**config.mk**
```make
export PLATFORM = sky130hd
export DESIGN_NAME = serial_subtractor
export DESIGN_NICKNAME = d
export VERILOG_FILES = /design/src/rtl/serial_sub_pkg.sv /design/src/rtl/serial_subtractor_fs_cell.sv /design/src/rtl/serial_subtractor.sv
export SDC_FILE = /design/constraint.sdc
export NUM_CORES = 1
export LEC_CHECK = 0
export ABC_AREA = 0
export CAP_MARGIN = 20
export CORE_MARGIN = 5
export CORE_UTILIZATION = 30
export DETAILED_ROUTE_END_ITERATION = 8
export PLACE_DENSITY = 0.61
export SETUP_SLACK_MARGIN = 0.02
export SLEW_MARGIN = 20
export SYNTH_ARGS = -nofsm -noshare
export SYNTH_HDL_FRONTEND = slang
export SYNTH_SLANG_ARGS = --single-unit
```
**constraint.sdc**
```tcl
create_clock -name clk -period 1.7 [get_ports clk]
set_input_delay 0.425 -clock clk [delete_from_list [all_inputs] [get_ports clk]]
set_output_delay 0.425 -clock clk [all_outputs]
set_load 0.05 [all_outputs]
```
**src/rtl/serial_sub_pkg.sv**
```systemverilog
// Shared types and defaults for the bit-serial subtractor.
package serial_sub_pkg;

    localparam int unsigned DEFAULT_WIDTH = 8;

    typedef enum logic [1:0] {
        IDLE = 2'd0,
        RUN  = 2'd1,
        DONE = 2'd2
    } state_t;

endpackage

```
**src/rtl/serial_subtractor_fs_cell.sv**
```systemverilog
// Combinational full-subtractor: difference and borrow-out of a - b - bin.
module fs_cell (
    input  logic a_in,
    input  logic b_in,
    input  logic bin_in,
    output logic d_out,
    output logic b_out
);

    assign d_out = a_in ^ b_in ^ bin_in;
    assign b_out = (~a_in & b_in) | (~(a_in ^ b_in) & bin_in);

endmodule

```
**src/rtl/serial_subtractor.sv**
```systemverilog
// Bit-serial WIDTH-bit subtractor (LSB first) with valid/ready on both sides.
module serial_subtractor
    import serial_sub_pkg::*;
#(
    parameter int unsigned WIDTH = DEFAULT_WIDTH,
    parameter int unsigned CNT_W = $clog2(WIDTH)
) (
    input  logic             clk,
    input  logic             reset,
    input  logic             in_valid,
    output logic             in_ready,
    input  logic [WIDTH-1:0] a_in,
    input  logic [WIDTH-1:0] b_in,
    output logic             out_valid,
    input  logic             out_ready,
    output logic [WIDTH-1:0] diff_out,
    output logic             borrow_out,
    output logic             overflow_out
);

    state_t           state;
    logic [WIDTH-1:0] a_sh;
    logic [WIDTH-1:0] b_sh;
    logic [WIDTH-1:0] d_sh;
    logic [CNT_W-1:0] cnt;
    logic             borrow_reg;
    logic             cell_d;
    logic             cell_bout;

    fs_cell u_cell (
        .a_in   (a_sh[0]),
        .b_in   (b_sh[0]),
        .bin_in (borrow_reg),
        .d_out  (cell_d),
        .b_out  (cell_bout)
    );

    always_ff @(posedge clk) begin
        if (reset) begin
            state        <= IDLE;
            in_ready     <= 1'b1;
            out_valid    <= 1'b0;
            diff_out     <= '0;
            borrow_out   <= 1'b0;
            overflow_out <= 1'b0;
            a_sh         <= '0;
            b_sh         <= '0;
            d_sh         <= '0;
            cnt          <= '0;
            borrow_reg   <= 1'b0;
        end else begin
            case (state)
                IDLE: begin
                    if (in_valid && in_ready) begin
                        a_sh       <= a_in;
                        b_sh       <= b_in;
                        d_sh       <= '0;
                        cnt        <= '0;
                        borrow_reg <= 1'b0;
                        in_ready   <= 1'b0;
                        state      <= RUN;
                    end
                end
                RUN: begin
                    a_sh       <= {1'b0, a_sh[WIDTH-1:1]};
                    b_sh       <= {1'b0, b_sh[WIDTH-1:1]};
                    d_sh       <= {cell_d, d_sh[WIDTH-1:1]};
                    borrow_reg <= cell_bout;
                    if (cnt == CNT_W'(WIDTH - 1)) begin
                        // Last bit: the operand bits in the cell now are the sign bits.
                        cnt          <= '0;
                        diff_out     <= {cell_d, d_sh[WIDTH-1:1]};
                        borrow_out   <= cell_bout;
                        overflow_out <= (a_sh[0] != b_sh[0]) && (cell_d != a_sh[0]);
                        out_valid    <= 1'b1;
                        state        <= DONE;
                    end else begin
                        cnt <= cnt + CNT_W'(1);
                    end
                end
                DONE: begin
                    if (out_valid && out_ready) begin
                        out_valid <= 1'b0;
                        in_ready  <= 1'b1;
                        state     <= IDLE;
                    end
                end
                default: begin
                    state     <= IDLE;
                    in_ready  <= 1'b1;
                    out_valid <= 1'b0;
                end
            endcase
        end
    end

endmodule

```
Yosys cells after proc, flatten, opt, wreduce, memory -nomap -nowiden. Index checks and enable logic that the tools add are counted.

Register bits after elaboration: 42. Output and inout bits: 12.

Reduce and logical (&&, ||, !) cells: 10. Mux-type cells: 20. Add/subtract/negate cells: 1. Bitwise operators: 9. Equal/unequal tests: 8.

Operators by type and width (number): $pmux 8 s2 (3); $mux 8 (3); $reduce_and 3->1 (3); $mux 2 (3); $mux 3 (2); $ne 2x2->1 const B (3); $pmux 1 s3 (2); $pmux 2 s3 (1); $pmux 3 s2 (1); $mux 1 (4); $not 1->1 (4); $reduce_and 2->1 (2); $add 3x1->3 const B (1); $eq 3x3->1 const B (1); $logic_and 1x1->1 (3); $and 1x1->1 (2); $eq 2x1->1 const B (1); $eq 2x2->1 const B (1); $logic_not 2->1 (1); $ne 1x1->1 (2); $pmux 1 s2 (1); $reduce_bool 2->1 (1); $xor 1x1->1 (2); $or 1x1->1 (1).

Longest topological paths before layout. Gate-level depths: netlist of run 1.

Depth in word-level cells: 5. Gate-level depth with buffers: 6. Mapped depth without buffers: 5.

Modules after synthesis. Synthesis of run 1 repeated with hierarchy kept, for this count alone.

Cell total of the unflattened synthesis: 178. Area total of the unflattened synthesis: 1760.4 um^2.

By module, submodules not included: serial_subtractor (area each 1729.2 um^2, times used 1, sequential area each 820.8 um^2, cells each 174); fs_cell (area each 31.3 um^2, times used 1, sequential area each 0.0 um^2, cells each 4).

Worst setup path after synthesis of run 1. No wires, ideal clock.

Path type: register to register. Start point: register b_sh[0]. End point: register overflow_out. Slack: 182 ps. Path buffers: 0. Setup time: 70 ps. Arrival time: 1448 ps. Period minus slack after synthesis: 1518 ps. Stages on the path, launching flop included: 6. Required time: 1630 ps. Path through: dfxtp_1 -> inv_1 -> fa_1 -> xnor2_1 -> or3_1 -> a21oi_2.

Longest elaborated chain between the ends: 4. Elaborated cells on any way between the ends: 5.

Ends and longest elaborated chain: from (decl) (line serial_subtractor.sv:23) `logic [WIDTH-1:0] b_sh;`; from (signal assigned) (line serial_subtractor.sv:56) `b_sh <= b_in;`; from (signal assigned) (line serial_subtractor.sv:66) `b_sh <= {1'b0, b_sh[WIDTH-1:1]};`; $xor 1x1->1 (2 in a row) (line serial_subtractor_fs_cell.sv:10) `assign d_out = a_in ^ b_in ^ bin_in;`; via cell_d (line serial_subtractor.sv:27) `logic cell_d;`; $ne 1x1->1 (line serial_subtractor.sv:74) `overflow_out <= (a_sh[0] != b_sh[0]) && (cell_d != a_sh[0]);`; $logic_and 1x1->1 (line serial_subtractor.sv:74); to (signal assigned) (line serial_subtractor.sv:74); to (decl) (line serial_subtractor.sv:18) `output logic overflow_out`.

The timed path passes the listed nets, and every way through them passes these cells. A chain may end at the register's enable or synchronous reset.

Worst setup path after layout of run 1.
Start point: register borrow_reg. End point: register overflow_out.

Longest elaborated chain between the ends: 3.

Ends and longest elaborated chain: from (decl) (line serial_subtractor.sv:26) `logic borrow_reg;`; from (signal assigned) (line serial_subtractor.sv:68) `borrow_reg <= cell_bout;`; $xor 1x1->1 (line serial_subtractor_fs_cell.sv:10); via cell_d (line serial_subtractor.sv:27); $ne 1x1->1 (line serial_subtractor.sv:74); $logic_and 1x1->1 (line serial_subtractor.sv:74).

The timed path passes the listed nets, and every way through them passes these cells.

==> flow_summary.json, run 1 <==
{
  "yosys.cell_types.count": 33,
  "cts_max_path_buffers": 2,
  "ys_seq_elements": 41,
  "max_freq_mhz": 629,
  "drive_gt1_frac": 0.240,
  "status": "finished, final reports clean",
  "antennaDiodeCount": 0,
  "grt_pass1_vias": 1248,
  "setup_tns_ns": 0,
  "grt_max_degree": 21,
  "layout_setup_ws_ns": 0.110,
  "seq_power_share": 0.475,
  "critPathCaptureType": "flip-flop",
  "power-per-cell-area_mw_per_mm2": 944,
  "hold_depth": 2,
  "crit_chain": "inv_1 > fa_1 > xnor2_1 > or3_1 > a21oi_2",
  "io_pins": 32,
  "cp_data_arrival_time_ns": 1.83,
  "startpoint_type": "flip-flop",
  "clkLatencyLatePin_ns": 0.29,
  "p_int_mw": 1.67,
  "synth_area_sq_mm": 0.00179,
  "reg_top3": "a_sh: 8 flops, b_sh: 8 flops, diff_out: 8 flops",
  "min_from": "diff_out[5]",
  "multi_input_area_sq_um": 862,
  "grt.overflow.total": 0,
  "grt_pass1_wl_microns": 6100,
  "setup-violations-final": 0,
  "finalMaxSlewViolations": 0,
  "dpl.hpwl_microns": 2580,
  "n_fill_cell": 577,
  "rows": 28,
  "final.min_clock_period_ns": 1.59,
  "syn_inst": 176,
  "switching_share": 0.246,
  "die_area_sq_mm": 0.00761,
  "leakage_nw": 0.979,
  "cts_inserted_buffers": 5,
  "worst_slew_pin_slew_ns": 0.416,
  "grt_usage": 0.100,
  "clock_skew_ns": 0.00478,
  "cts_hold_buf": 0,
  "post_cts_buffers": 0,
  "drtIter0Drc": 73,
  "regArea_sq_um": 822,
  "routabilityCongestion": 0.758,
  "grt_antenna_before_repair": 0,
  "synth_area_leader_cell": "dfxtp_1",
  "cap_violations": 0,
  "cts_resized": 1,
  "yosysTopAreaCellShare": 0.458,
  "ir_worst_vdd_mv": 0.366,
  "ant_nets": 0,
  "slowest_stage": "fa_1",
  "clkTransAtPathRegs_ns": 0.08,
  "post_drt_via_cell_ratio": 4.68,
  "area_growth_pct": 30.9,
  "wl_per_cell_microns": 12.6,
  "reg2reg_from": "borrow_reg",
  "syn_avg_cell_area_sq_um": 10.2,
  "via_count": 1366,
  "clock-sinks": 41,
  "timing_worst_setup_path_type": "flip-flop to flip-flop",
  "p_clk_frac": 0.372,
  "tritoncts": "done",
  "max_stage_delay_ns": 0.60,
  "dr.pass1.iters": 4,
  "ys_seq_area_frac": 0.458,
  "reg2reg_slack_ns": 0.11,
  "cp_max_fo": 3,
  "totalWireLength_microns": 3690,
  "htreeDepth": 2,
  "worstRegToRegCells": 5,
  "min_path_type": "flip-flop to flip-flop",
  "min_to": "diff_out[5]",
  "yosysWarnings": 0,
  "p_switching_mw": 0.544,
  "worst_slew_margin_rel": 0.722,
  "synth_nets": 200,
  "rsz0062_at_grt": "no",
  "portBuffers": 31,
  "hold_violations": 0,
  "core_area_sq_mm": 0.00585,
  "min_period_over_period": 0.935,
  "power_mw": 2.21,
  "power_frac_comb": 0.153,
  "synth.top_cells.by_area": "dfxtp_1 (46%), mux2i_1 (8.4%), a21oi_1 (7.8%)",
  "required_ns": 1.94,
  "cts_root_buf": "clkbuf_8",
  "timing.rr.end": "overflow_out",
  "drc": 0,
  "die_width_microns": 87.3,
  "num-nets-final": 240,
  "preCtsSetupSlack_ns": -0.293,
  "start_util": 0.306,
  "die_h_microns": 87.3
}
cells in the final DEF (no fill, tap or decap), drive strengths merged, types with 2 or more instances in the layout:
cell / netlist / routed
dfxtp: 41 / 41
buf: 9 / 27
clkbuf: 4 / 6
o21ai: 2 / 2
a211oi: 15 / 15
mux2i: 15 / 15
ha: 3 / 3
clkdlybuf4s50: 0 / 19
nand2b: 2 / 2
a21o: 2 / 2
inv: 4 / 4
nand2: 20 / 20
a22o: 10 / 10
a21oi: 31 / 31
nor2: 7 / 7
cell families after synthesis:
family,share of synthesized area
flip-flops,0.458
AO/OA/AOI/OAI,0.254
buffers and inverters,0.0629
adder cells (fa/ha/maj),0.0321
XOR/XNOR,0.00489
AND/OR/NAND/NOR,0.103
multiplexers,0.0839
layout make-up:
cell class / instances / area share
Tap cell: 75 / 0.0400
Clock buffer: 6 / 0.0352
Inverter: 4 / 0.00641
Clock inverter: 2 / 0.0160
Sequential cell: 41 / 0.351
Timing Repair Buffer: 46 / 0.184
Multi-Input combinational cell: 118 / 0.368
power by group through the flow:
stage / Sequential, mW / Combinational [mW] / Clock (mW)
after floorplan: 1.07 / 0.235 / 0
after detailed placement: 1.07 / 0.339 / 0
after global placement: 1.07 / 0.336 / 0
final: 1.05 / 0.338 / 0.824
after CTS: 1.05 / 0.342 / 0.843
after global routing: 1.06 / 0.371 / 0.885
metrics by stage:
stage / util / instance area [sq um] / std cells / hold WS (ns)
floorplan: - / 1790 / 176 / 0.426
global route: 0.401 / 2340 / 292 / 0.486
finish: 0.401 / 2340 / 292 / 0.460
global placement: 0.379 / 2220 / 284 / 0.436
detailed placement: 0.379 / 2220 / 284 / 0.451
CTS: 0.400 / 2340 / 292 / 0.463
layer usage:
metal | GRT usage | vias to the layer above | share of wire
li1 | - | 711 | -
met1 | 0.152 | 627 | 0.53
met2 | 0.134 | 22 | 0.42
met3 | 0.0284 | 6 | 0.039
met4 | 0.0335 | 0 | 0.010
met5 | 0 | - | 0
cells in the mapped netlist (all sizes together):
library cell   n
a21oi         31
nor2           7
nand2b         2
xnor2          1
a21o           2
or3            1
dfxtp         41
a211oi        15
o21ai          2
a2bb2oi        1
ha             3
and3b          1
nor2b          1
and4bb         1
inv            4
nand2         20
a22o          10
nor3           1
nand3b         1
fa             1
buf            9
o21bai         1
clkbuf         4
nor3b          1
mux2i         15
worst max-delay path, delay by kind of cell (launching register included):
kind | cells | cell delay [ns]
AND/OR/NAND/NOR | 1 | 0.33
XOR/XNOR | 1 | 0.08
AO/OA/AOI/OAI | 1 | 0.13
buffers and inverters | 1 | 0.06
adder cells (fa/ha/maj) | 1 | 0.60
flip-flops | 1 | 0.34
how the worst max path moves through the flow:
| stage | startpoint | endpoint | slack (ns) | cells past startpoint |
|---|---|---|---|---|
| 4_1_cts | b_sh[0] | overflow_out | 0.07 | 5 |
| 2_1_floorplan | b_sh[0] | overflow_out | 0.18 | 5 |
| 6_report | borrow_reg | overflow_out | 0.11 | 5 |
| 3_5_place_dp | in_valid | b_sh[3] | -0.29 | 4 |
| 5_1_grt | borrow_reg | overflow_out | 0.03 | 5 |
| 3_3_place_gp | in_valid | b_sh[4] | -0.28 | 4 |
Note: power is estimated with default switching activity, not from simulation.
==> inputs of run 2 (changes only) <==
Settings changed: CELL_PAD_IN_SITES_DETAIL_PLACEMENT set to 1, CELL_PAD_IN_SITES_GLOBAL_PLACEMENT set to 1, PLACE_DENSITY 0.61 to 0.73.
==> run 2 against run 1 <==
Hold slack hardly changed. Clock skew is 0.0013 ns higher. Sequential share of layout area is 0.44 points higher. Sequential power hardly changed. Non-clock buffer count stayed put. Die area stayed put. Clock-buffer cell count is 1 lower. Clock power is 24% lower. Largest power group unchanged. Fmax is 0.62% lower. Flip-flop and latch count stayed put. Critical endpoint unchanged. Combinational power hardly changed.
==> flow_summary.json, run 2 (same netlist as run 1, synthesis figures left out) <==
{
  "finalMaxSlewViolations": 0,
  "status": "finished, final reports clean",
  "ir_worst_vdd_mv": 0.347,
  "leakage_nw": 0.960,
  "num-nets-final": 240,
  "final.min_clock_period_ns": 1.60,
  "cts_hold_buf": 0,
  "grt_usage": 0.112,
  "power_mw": 2.02,
  "die_area_sq_mm": 0.00761,
  "grt_antenna_before_repair": 0,
  "grt_max_degree": 22,
  "wl_met3_microns": 181,
  "htreeDepth": 2,
  "critPathCaptureType": "flip-flop",
  "dr.pass1.iters": 4,
  "clock-sinks": 41,
  "tritoncts": "done",
  "post_drt_via_cell_ratio": 4.75,
  "wl_per_cell_microns": 13.7,
  "totalWireLength_microns": 3990,
  "cp_max_fo": 3,
  "cts_inserted_buffers": 5,
  "core_area_sq_mm": 0.00585,
  "setup-violations-final": 0,
  "clock_skew_ns": 0.00606,
  "grt_pass1_wl_microns": 6730,
  "m1WireLength_microns": 1880,
  "final_util": 0.395,
  "ant_nets": 0,
  "cts_root_buf": "clkbuf_8",
  "grt_pass1_vias": 1425,
  "hold_violations": 0,
  "drtIter0Drc": 40,
  "drc": 0,
  "final_cell_mix": "dfxtp_1 (41), a21oi_1 (28), buf_4 (24)",
  "timing_worst_setup_path_type": "flip-flop to flip-flop",
  "holdWs_ns": 0.460,
  "setup_tns_ns": 0,
  "placed_cell_area_sq_mm": 0.00222,
  "layout_commonest_cell": "dfxtp_1",
  "start_util": 0.306,
  "min_period_over_period": 0.941,
  "clkTransAtPathRegs_ns": 0.08,
  "rsz0062_at_grt": "no",
  "antennaDiodeCount": 0,
  "clkLatencyLatePin_ns": 0.29,
  "routabilityCongestion": 0.734,
  "cap_violations": 0,
  "portBuffers": 31,
  "required_ns": 1.93,
  "reg_top3": "a_sh: 8 flops, b_sh: 8 flops, diff_out: 8 flops",
  "design_area_sq_mm": 0.00231,
  "min_path_type": "flip-flop to flip-flop",
  "drive_gt1_frac": 0.240,
  "startpoint_type": "flip-flop",
  "die_width_microns": 87.3,
  "die_h_microns": 87.3,
  "area_growth_pct": 29.1,
  "max_freq_mhz": 625,
  "cts_max_path_buffers": 2,
  "grt.overflow.total": 0,
  "met2_length_microns": 1880,
  "cp_data_arrival_time_ns": 1.83,
  "rows": 28,
  "via_count": 1388,
  "worst_slew_margin_rel": 0.715,
  "power-per-cell-area_mw_per_mm2": 874,
  "worst_slew_pin_slew_ns": 0.426,
  "dpl.hpwl_microns": 2850,
  "highest_layer": "met4",
  "io_pins": 32
}
## run 2: changes by cell type in the layout (fill, tap and decap cells not counted)
cell / previous run / this run
dfxtp_1: 40 / 41
ha_2: 0 / 1
bufinv_16: 1 / 0
clkbuf_8: 6 / 5
ha_1: 3 / 2
dfxtp_2: 1 / 0
clkinv_2: 0 / 2
## run 2: worst paths after layout
check                            startpoint            to  slack (ns)  cells past startpoint
worst max-delay path                b_sh[0]  overflow_out        0.10                      5
worst min-delay path            diff_out[1]   diff_out[1]        0.46                      2
worst max register to register      b_sh[0]  overflow_out        0.10                      5
worst min register to register  diff_out[1]   diff_out[1]        0.46                      2
## run 2: final cells by class
class,count,area [sq um]
fill,663,3540
inverter,4,15.0
sequential,41,821
clock inverter,3,17.5
clock buffer,5,68.8
timing repair buffer,46,430
multi-input combinational,118,865
tap,75,93.8
## run 2: power by group
part | switching, mW | internal [mW] | leakage, nW
registers | 0.0395 | 1.01 | 0.335
clock network | 0.344 | 0.283 | 0.0439
logic | 0.162 | 0.177 | 0.581
total | 0.546 | 1.47 | 0.960
## run 2: worst max-delay path, cell delays in order (launching register included)
cell,delay (ns)
dfxtp_1,0.37
inv_1,0.07
fa_1,0.51
xnor2_1,0.15
or3_1,0.32
a21oi_2,0.13
## run 2: timing repair
item / in CTS / in global routing
resized for setup: 1 / 1
setup buffers: 0 / 0
setup endpoints to repair: 2 / 1
endpoints found under the hold margin: 0 / 0
## run 2: per-layer routing
| layer | track usage | vias to the layer above |
|---|---|---|
| met5 | 0 | - |
| met4 | 0.0460 | 0 |
| met3 | 0.0237 | 4 |
| met2 | 0.188 | 27 |
| met1 | 0.138 | 649 |
| li1 | - | 708 |
## run 2: stage by stage
| stage | setup slack, ns | instances |
|---|---|---|
| after floorplan | 0.182 | 176 |
| after CTS | 0.0827 | 292 |
| final | 0.100 | 292 |
| after global placement | -0.279 | 284 |
| after detailed placement | -0.322 | 284 |
| after global routing | 0.0223 | 292 |
